[src/rtl/mmu_sequencer_if.sv]
// ============================================================================
// Module      : mmu_sequencer_if
// Description : Command/strobe bundle between the host side and the matrix
//               multiply sequencer.
//               master : host side (drives start/abort, observes strobes)
//               slave  : sequencer side (samples start/abort, drives strobes)
// Signals     : start, abort                          host -> sequencer
//               load_weight, setup_clear, setup_valid,
//               capture, busy, done, op_count[7:0]    sequencer -> host/datapath
// Revision    : 1.0 - initial release
// ============================================================================
`default_nettype none

interface mmu_sequencer_if;
  logic       start;
  logic       abort;
  logic       load_weight;
  logic       setup_clear;
  logic       setup_valid;
  logic       capture;
  logic       busy;
  logic       done;
  logic [7:0] op_count;

  modport master (
    output start,
    output abort,
    input  load_weight,
    input  setup_clear,
    input  setup_valid,
    input  capture,
    input  busy,
    input  done,
    input  op_count
  );

  modport slave (
    input  start,
    input  abort,
    output load_weight,
    output setup_clear,
    output setup_valid,
    output capture,
    output busy,
    output done,
    output op_count
  );
endinterface

`default_nettype wire

[src/rtl/mmu_sequencer.sv]
// ============================================================================
// Module      : mmu_sequencer
// Description : Control FSM for the NxN systolic matrix-multiply unit. Runs
//               one multiply per accepted start: weight load + skew-buffer
//               clear, activation feed, pipeline drain, completion report.
// Ports       : clk    - clock, rising edge
//               reset  - asynchronous, active-high
//               bus    - mmu_sequencer_if.slave
//                        start/abort in; load_weight, setup_clear,
//                        setup_valid, capture, busy, done, op_count[7:0] out
// Revision    : 1.0 - initial release
// ============================================================================
`default_nettype none

module mmu_sequencer #(
  parameter int N            = 2,
  parameter int FEED_CYCLES  = N + 1,
  parameter int DRAIN_CYCLES = N + 1,
  parameter int CNT_W        = 4
) (
  input  wire logic          clk,
  input  wire logic          reset,
  mmu_sequencer_if.slave     bus
);

  localparam logic [2:0] c_IDLE  = 3'd0;
  localparam logic [2:0] c_LOAD  = 3'd1;
  localparam logic [2:0] c_FEED  = 3'd2;
  localparam logic [2:0] c_DRAIN = 3'd3;
  localparam logic [2:0] c_DONE  = 3'd4;

  localparam logic [CNT_W-1:0] c_FEED_LAST  = CNT_W'(FEED_CYCLES - 1);
  localparam logic [CNT_W-1:0] c_DRAIN_LAST = CNT_W'(DRAIN_CYCLES - 1);

  logic [2:0]       state_q, state_d;
  logic [CNT_W-1:0] cnt_q,   cnt_d;
  logic [7:0]       ops_q,   ops_d;

  // State register
  always_ff @(posedge clk or posedge reset) begin
    if (reset) begin
      state_q <= c_IDLE;
      cnt_q   <= '0;
      ops_q   <= '0;
    end else begin
      state_q <= state_d;
      cnt_q   <= cnt_d;
      ops_q   <= ops_d;
    end
  end

  // Next-state logic. Abort is only honoured while a multiply is actually
  // in flight (LOAD/FEED/DRAIN); in IDLE start therefore always wins, and a
  // multiply that has reached DONE always completes and counts.
  always_comb begin
    state_d = state_q;
    cnt_d   = cnt_q;
    ops_d   = ops_q;
    case (state_q)
      c_IDLE: begin
        if (bus.start) begin
          state_d = c_LOAD;
          cnt_d   = '0;
        end
      end
      c_LOAD: begin
        state_d = bus.abort ? c_IDLE : c_FEED;
        cnt_d   = '0;
      end
      c_FEED: begin
        if (bus.abort) begin
          state_d = c_IDLE;
          cnt_d   = '0;
        end else if (cnt_q == c_FEED_LAST) begin
          state_d = c_DRAIN;
          cnt_d   = '0;
        end else begin
          cnt_d   = cnt_q + 1'b1;
        end
      end
      c_DRAIN: begin
        if (bus.abort) begin
          state_d = c_IDLE;
          cnt_d   = '0;
        end else if (cnt_q == c_DRAIN_LAST) begin
          state_d = c_DONE;
          cnt_d   = '0;
        end else begin
          cnt_d   = cnt_q + 1'b1;
        end
      end
      c_DONE: begin
        state_d = c_IDLE;
        cnt_d   = '0;
        ops_d   = ops_q + 8'd1;
      end
      default: begin
        state_d = c_IDLE;
        cnt_d   = '0;
      end
    endcase
  end

  // Moore outputs, decoded only from registered state and counter so that
  // reset forces every strobe low immediately and start/abort never reach
  // an output combinationally.
  always_comb begin
    bus.load_weight = 1'b0;
    bus.setup_clear = 1'b0;
    bus.setup_valid = 1'b0;
    bus.capture     = 1'b0;
    bus.busy        = 1'b0;
    bus.done        = 1'b0;
    case (state_q)
      c_LOAD: begin
        bus.load_weight = 1'b1;
        bus.setup_clear = 1'b1;
        bus.busy        = 1'b1;
      end
      c_FEED: begin
        bus.setup_valid = 1'b1;
        bus.busy        = 1'b1;
      end
      c_DRAIN: begin
        // Last drain cycle: final partial sum has left the array.
        bus.capture     = (cnt_q == c_DRAIN_LAST);
        bus.busy        = 1'b1;
      end
      c_DONE: begin
        bus.done        = 1'b1;
        bus.busy        = 1'b1;
      end
      default: ;
    endcase
  end

  assign bus.op_count = ops_q;

endmodule

`default_nettype wire
[src/flat_wrapper.sv]
// flat-port wrapper written by rule: the top's interface ports become plain ports
module mmu_sequencer_flat 
#(
  parameter int N            = 2,
  parameter int FEED_CYCLES  = N + 1,
  parameter int DRAIN_CYCLES = N + 1,
  parameter int CNT_W        = 4
)
  (clk, reset, bus_start, bus_abort, bus_load_weight, bus_setup_clear, bus_setup_valid, bus_capture, bus_busy, bus_done, bus_op_count);
  mmu_sequencer_if bus_i ();
  input  wire logic clk;
  input  wire logic reset;
  input wire logic [$bits(bus_i.start)-1:0] bus_start;
  input wire logic [$bits(bus_i.abort)-1:0] bus_abort;
  output wire logic [$bits(bus_i.load_weight)-1:0] bus_load_weight;
  output wire logic [$bits(bus_i.setup_clear)-1:0] bus_setup_clear;
  output wire logic [$bits(bus_i.setup_valid)-1:0] bus_setup_valid;
  output wire logic [$bits(bus_i.capture)-1:0] bus_capture;
  output wire logic [$bits(bus_i.busy)-1:0] bus_busy;
  output wire logic [$bits(bus_i.done)-1:0] bus_done;
  output wire logic [$bits(bus_i.op_count)-1:0] bus_op_count;
  assign bus_i.start = bus_start;
  assign bus_i.abort = bus_abort;
  assign bus_load_weight = bus_i.load_weight;
  assign bus_setup_clear = bus_i.setup_clear;
  assign bus_setup_valid = bus_i.setup_valid;
  assign bus_capture = bus_i.capture;
  assign bus_busy = bus_i.busy;
  assign bus_done = bus_i.done;
  assign bus_op_count = bus_i.op_count;
  mmu_sequencer #(.N(N), .FEED_CYCLES(FEED_CYCLES), .DRAIN_CYCLES(DRAIN_CYCLES), .CNT_W(CNT_W)) u_core (.clk(clk), .reset(reset), .bus(bus_i));
endmodule
[config.mk]
export PLATFORM = sky130hd
export DESIGN_NAME = mmu_sequencer_flat
export DESIGN_NICKNAME = d
export VERILOG_FILES = /design/src/rtl/mmu_sequencer_if.sv /design/src/rtl/mmu_sequencer.sv /design/src/flat_wrapper.sv
export SDC_FILE = /design/constraint.sdc
export NUM_CORES = 1
export LEC_CHECK = 0
export ABC_AREA = 0
export CAP_MARGIN = 20
export CORE_MARGIN = 10
export CORE_UTILIZATION = 45
export CTS_CLUSTER_SIZE = 12
export DETAILED_ROUTE_END_ITERATION = 6
export PLACE_DENSITY_LB_ADDON = 0.12
export SLEW_MARGIN = 20
export SYNTH_ARGS = -nofsm -noshare
export SYNTH_HDL_FRONTEND = slang
export SYNTH_SLANG_ARGS = --single-unit
[constraint.sdc]
create_clock -name clk -period 2.8 [get_ports clk]
set_input_delay 0.28 -clock clk [delete_from_list [all_inputs] [get_ports clk]]
set_output_delay 0.28 -clock clk [all_outputs]
set_load 0.01 [all_outputs]
==> flow_metrics.env <==
export IMPL_outcome="finished clean"
export IMPL_coreArea_sq_um=1710
export IMPL_end_kind="output port"
export IMPL_path_buf_inv=2
export IMPL_place_inst=115
export IMPL_start_util=0.472
export IMPL_route_detailed_drc=0
export IMPL_synthArstFlopShare=1.00
export IMPL_fin_nets=102
export IMPL_ir_drop_mv=0.361
export IMPL_gp_congestion=0.772
export IMPL_crit_fanout=5
export IMPL_overflow=0
export IMPL_routed_wl_um=1540
export IMPL_routedWlPerCell_um=12.9
export IMPL_cts_resized_gates=0
export IMPL_root_buffer="clkbuf_4"
export IMPL_syn_nets=85
export IMPL_final_common_cell="clkdlybuf4s50_1"
export IMPL_hpwl_um=1130
export IMPL_clock_path_buffers=2
export IMPL_hold_viol=0
export IMPL_clk_pin_slew_ps=90
export IMPL_total_power_uw=744
export IMPL_hold_path_class="in2async"
export IMPL_syn_area_sq_um=806
export IMPL_cp_slowest_cell="clkdlybuf4s50_1"
export IMPL_syn_to_final_growth_pct=23.0
export IMPL_cp_required_ps=2520
export IMPL_synth_edf_count=0
export IMPL_numCtsBuffers=3
export IMPL_vias=568
export IMPL_synth_ff_type="dfrtp_1"
export IMPL_cts_tree="yes"
export IMPL_met2_usage=0.103
export IMPL_antenna_found_initial=0
export IMPL_tightestPinTransition_ps=570
export IMPL_first_global_vias=510
export IMPL_clock_skew_ps=2.09
export IMPL_grt_pass1_wl_um=2500
export IMPL_core_rowCount=15
export IMPL_diodes=0
export IMPL_worst_setup_path_start_kind="flip-flop"
export IMPL_syn_avg_cell_area_sq_um=10.3
export IMPL_min_period_ps=2330
export IMPL_worstPathArrival_ps=2050
export IMPL_final_setup_tns_ps=0
export IMPL_p_leak_uw=0.000442
export IMPL_max_slew_margin_rel=0.620
export IMPL_antenna_left=0
export IMPL_insertion_delay_ps=280
export IMPL_layout_drive_gt1_share=0.0957
export IMPL_cts_htree_levels=1
export IMPL_die_h_um=62.3
export IMPL_drv_slew=0
export IMPL_path_cells="inv_1, ha_1, or3b_2, nor2_1, clkdlybuf4s50_1"
export IMPL_postCtsSetupBuffers=0
export IMPL_worstSetupPathType="reg2out"
export IMPL_yosysSeqAreaShare=0.466
export IMPL_rsz0062_at_grt="false"
export IMPL_synth_cells=78
export IMPL_setup_viol=0
export IMPL_grt_max_degree=16
export IMPL_met1_usage=0.102
export IMPL_io_pins=18
export IMPL_busiest_layer="met2"
export IMPL_grtUsageMet3=0.0394
export IMPL_avgViaCountPerCell=4.77
export IMPL_io_buffers=17
export IMPL_clkSinkCount=15
export IMPL_drv_cap=0
export IMPL_cts_hold_buf=0
export IMPL_stdcell_count=119
export IMPL_place_area_sq_um=965
export IMPL_drt_pass1_iterations=4
export IMPL_ys_warn_count=0
export IMPL_layout_cell_area_non_filler_sq_um=991
export IMPL_dieArea_sq_um=3880
export IMPL_finalCritPeriodShare=0.833
export IMPL_fill_cells=150
export IMPL_ys_ff_latch=15
export IMPL_synth_cell_types=27
export IMPL_fp_dieW_um=62.3
export IMPL_slowest_delay_ps=540
export IMPL_grt_util_all_layers=0.0787
export IMPL_final_cell_mix="17 x clkdlybuf4s50_1, 15 x dfrtp_1, 13 x nand2_1"
export IMPL_fmax_mhz=429
export IMPL_cellPowerDensity_nw_per_um2=751
export IMPL_dr_first_iter_drc_count=12
export IMPL_path_delay_family="buffers and inverters"
[flip-flops by register name (all words and copies together) (netlist names)]
name / count
u_core.bus.op_count: 8
u_core.cnt_q: 4
u_core.state_q: 3
[cell type report]
class	instances	area, sq um	area share
timing repair buffer	17	170	0.172
clock buffer	4	26.3	0.0265
sequential	15	375	0.379
multi-input combinational	55	377	0.380
tap	25	31.3	0.0316
inverter	3	11.3	0.0114
[power breakdown]
part	switching [uW]	total (uW)	leakage [uW]	internal (uW)
clock	68.3	124	0.0000150	55.3
sequential	75.5	335	0.000203	259
combinational	121	286	0.000224	165
[metal layers]
metal	vias up	routed length (um)
li1	297	-
met1	256	741
met2	11	670
met3	4	98
met4	0	27
met5	-	0
[path summary, 6_finish.rpt]
| path | start | to | slack (ps) | cells after the start |
|---|---|---|---|---|
| min in group clk | u_core.bus.op_count[7] | u_core.bus.op_count[7] | 470 | 1 |
| hold reg to reg | u_core.bus.op_count[7] | u_core.bus.op_count[7] | 470 | 1 |
| hold / removal | reset | u_core.bus.op_count[0] | 340 | 2 |
| setup reg to reg | u_core.cnt_q[0] | u_core.state_q[0] | 1050 | 5 |
| setup / recovery | u_core.cnt_q[0] | bus_capture | 470 | 5 |
| max in group asynchronous | reset | u_core.bus.op_count[4] | 2080 | 2 |
[synthesized netlist by cell type (all sizes together) (2+ instances only)]
| master | count | area (sq um) |
|---|---|---|
| nor2b | 2 | 12.5 |
| xnor2 | 5 | 43.8 |
| nor3 | 2 | 20.0 |
| buf | 5 | 42.5 |
| nor2 | 4 | 15.0 |
| ha | 3 | 37.5 |
| nand2 | 13 | 48.8 |
| nand4 | 3 | 18.8 |
| dfrtp | 15 | 375 |
| nor3b | 3 | 22.5 |
| xor2 | 4 | 35.0 |
| o21ai | 2 | 10.0 |
| or3b | 2 | 17.5 |
| inv | 3 | 11.3 |
| nand3 | 3 | 15.0 |
| and3 | 2 | 12.5 |
[worst register-to-register path: cells and delay by family, from the launching register on]
family	cells	cell delay (ps)
adders and majority gates	1	130
muxes	1	350
and+or+nand+nor	2	670
DFF	1	430
buffers and inverters	1	70
[cells by family after synthesis]
logic type / count (synthesis) / synth area share
AND/OR/NAND/NOR: 37 / 0.266
flip-flops: 15 / 0.466
XOR/XNOR: 9 / 0.0978
buffers and inverters: 8 / 0.0668
AO/OA/AOI/OAI: 5 / 0.0435
adder cells (fa/ha/maj): 3 / 0.0466
multiplexers: 1 / 0.0140
[per-stage QoR]
stage / setup WS [ps] / util / hold WS, ps
after floorplan: 1180 / - / 181
after global placement: 807 / 0.565 / 455
after detailed placement: 782 / 0.565 / 468
after CTS: 452 / 0.580 / 359
after global routing: 341 / 0.580 / 363
final: 468 / 0.580 / 344
(Power assumes the default switching activity.)
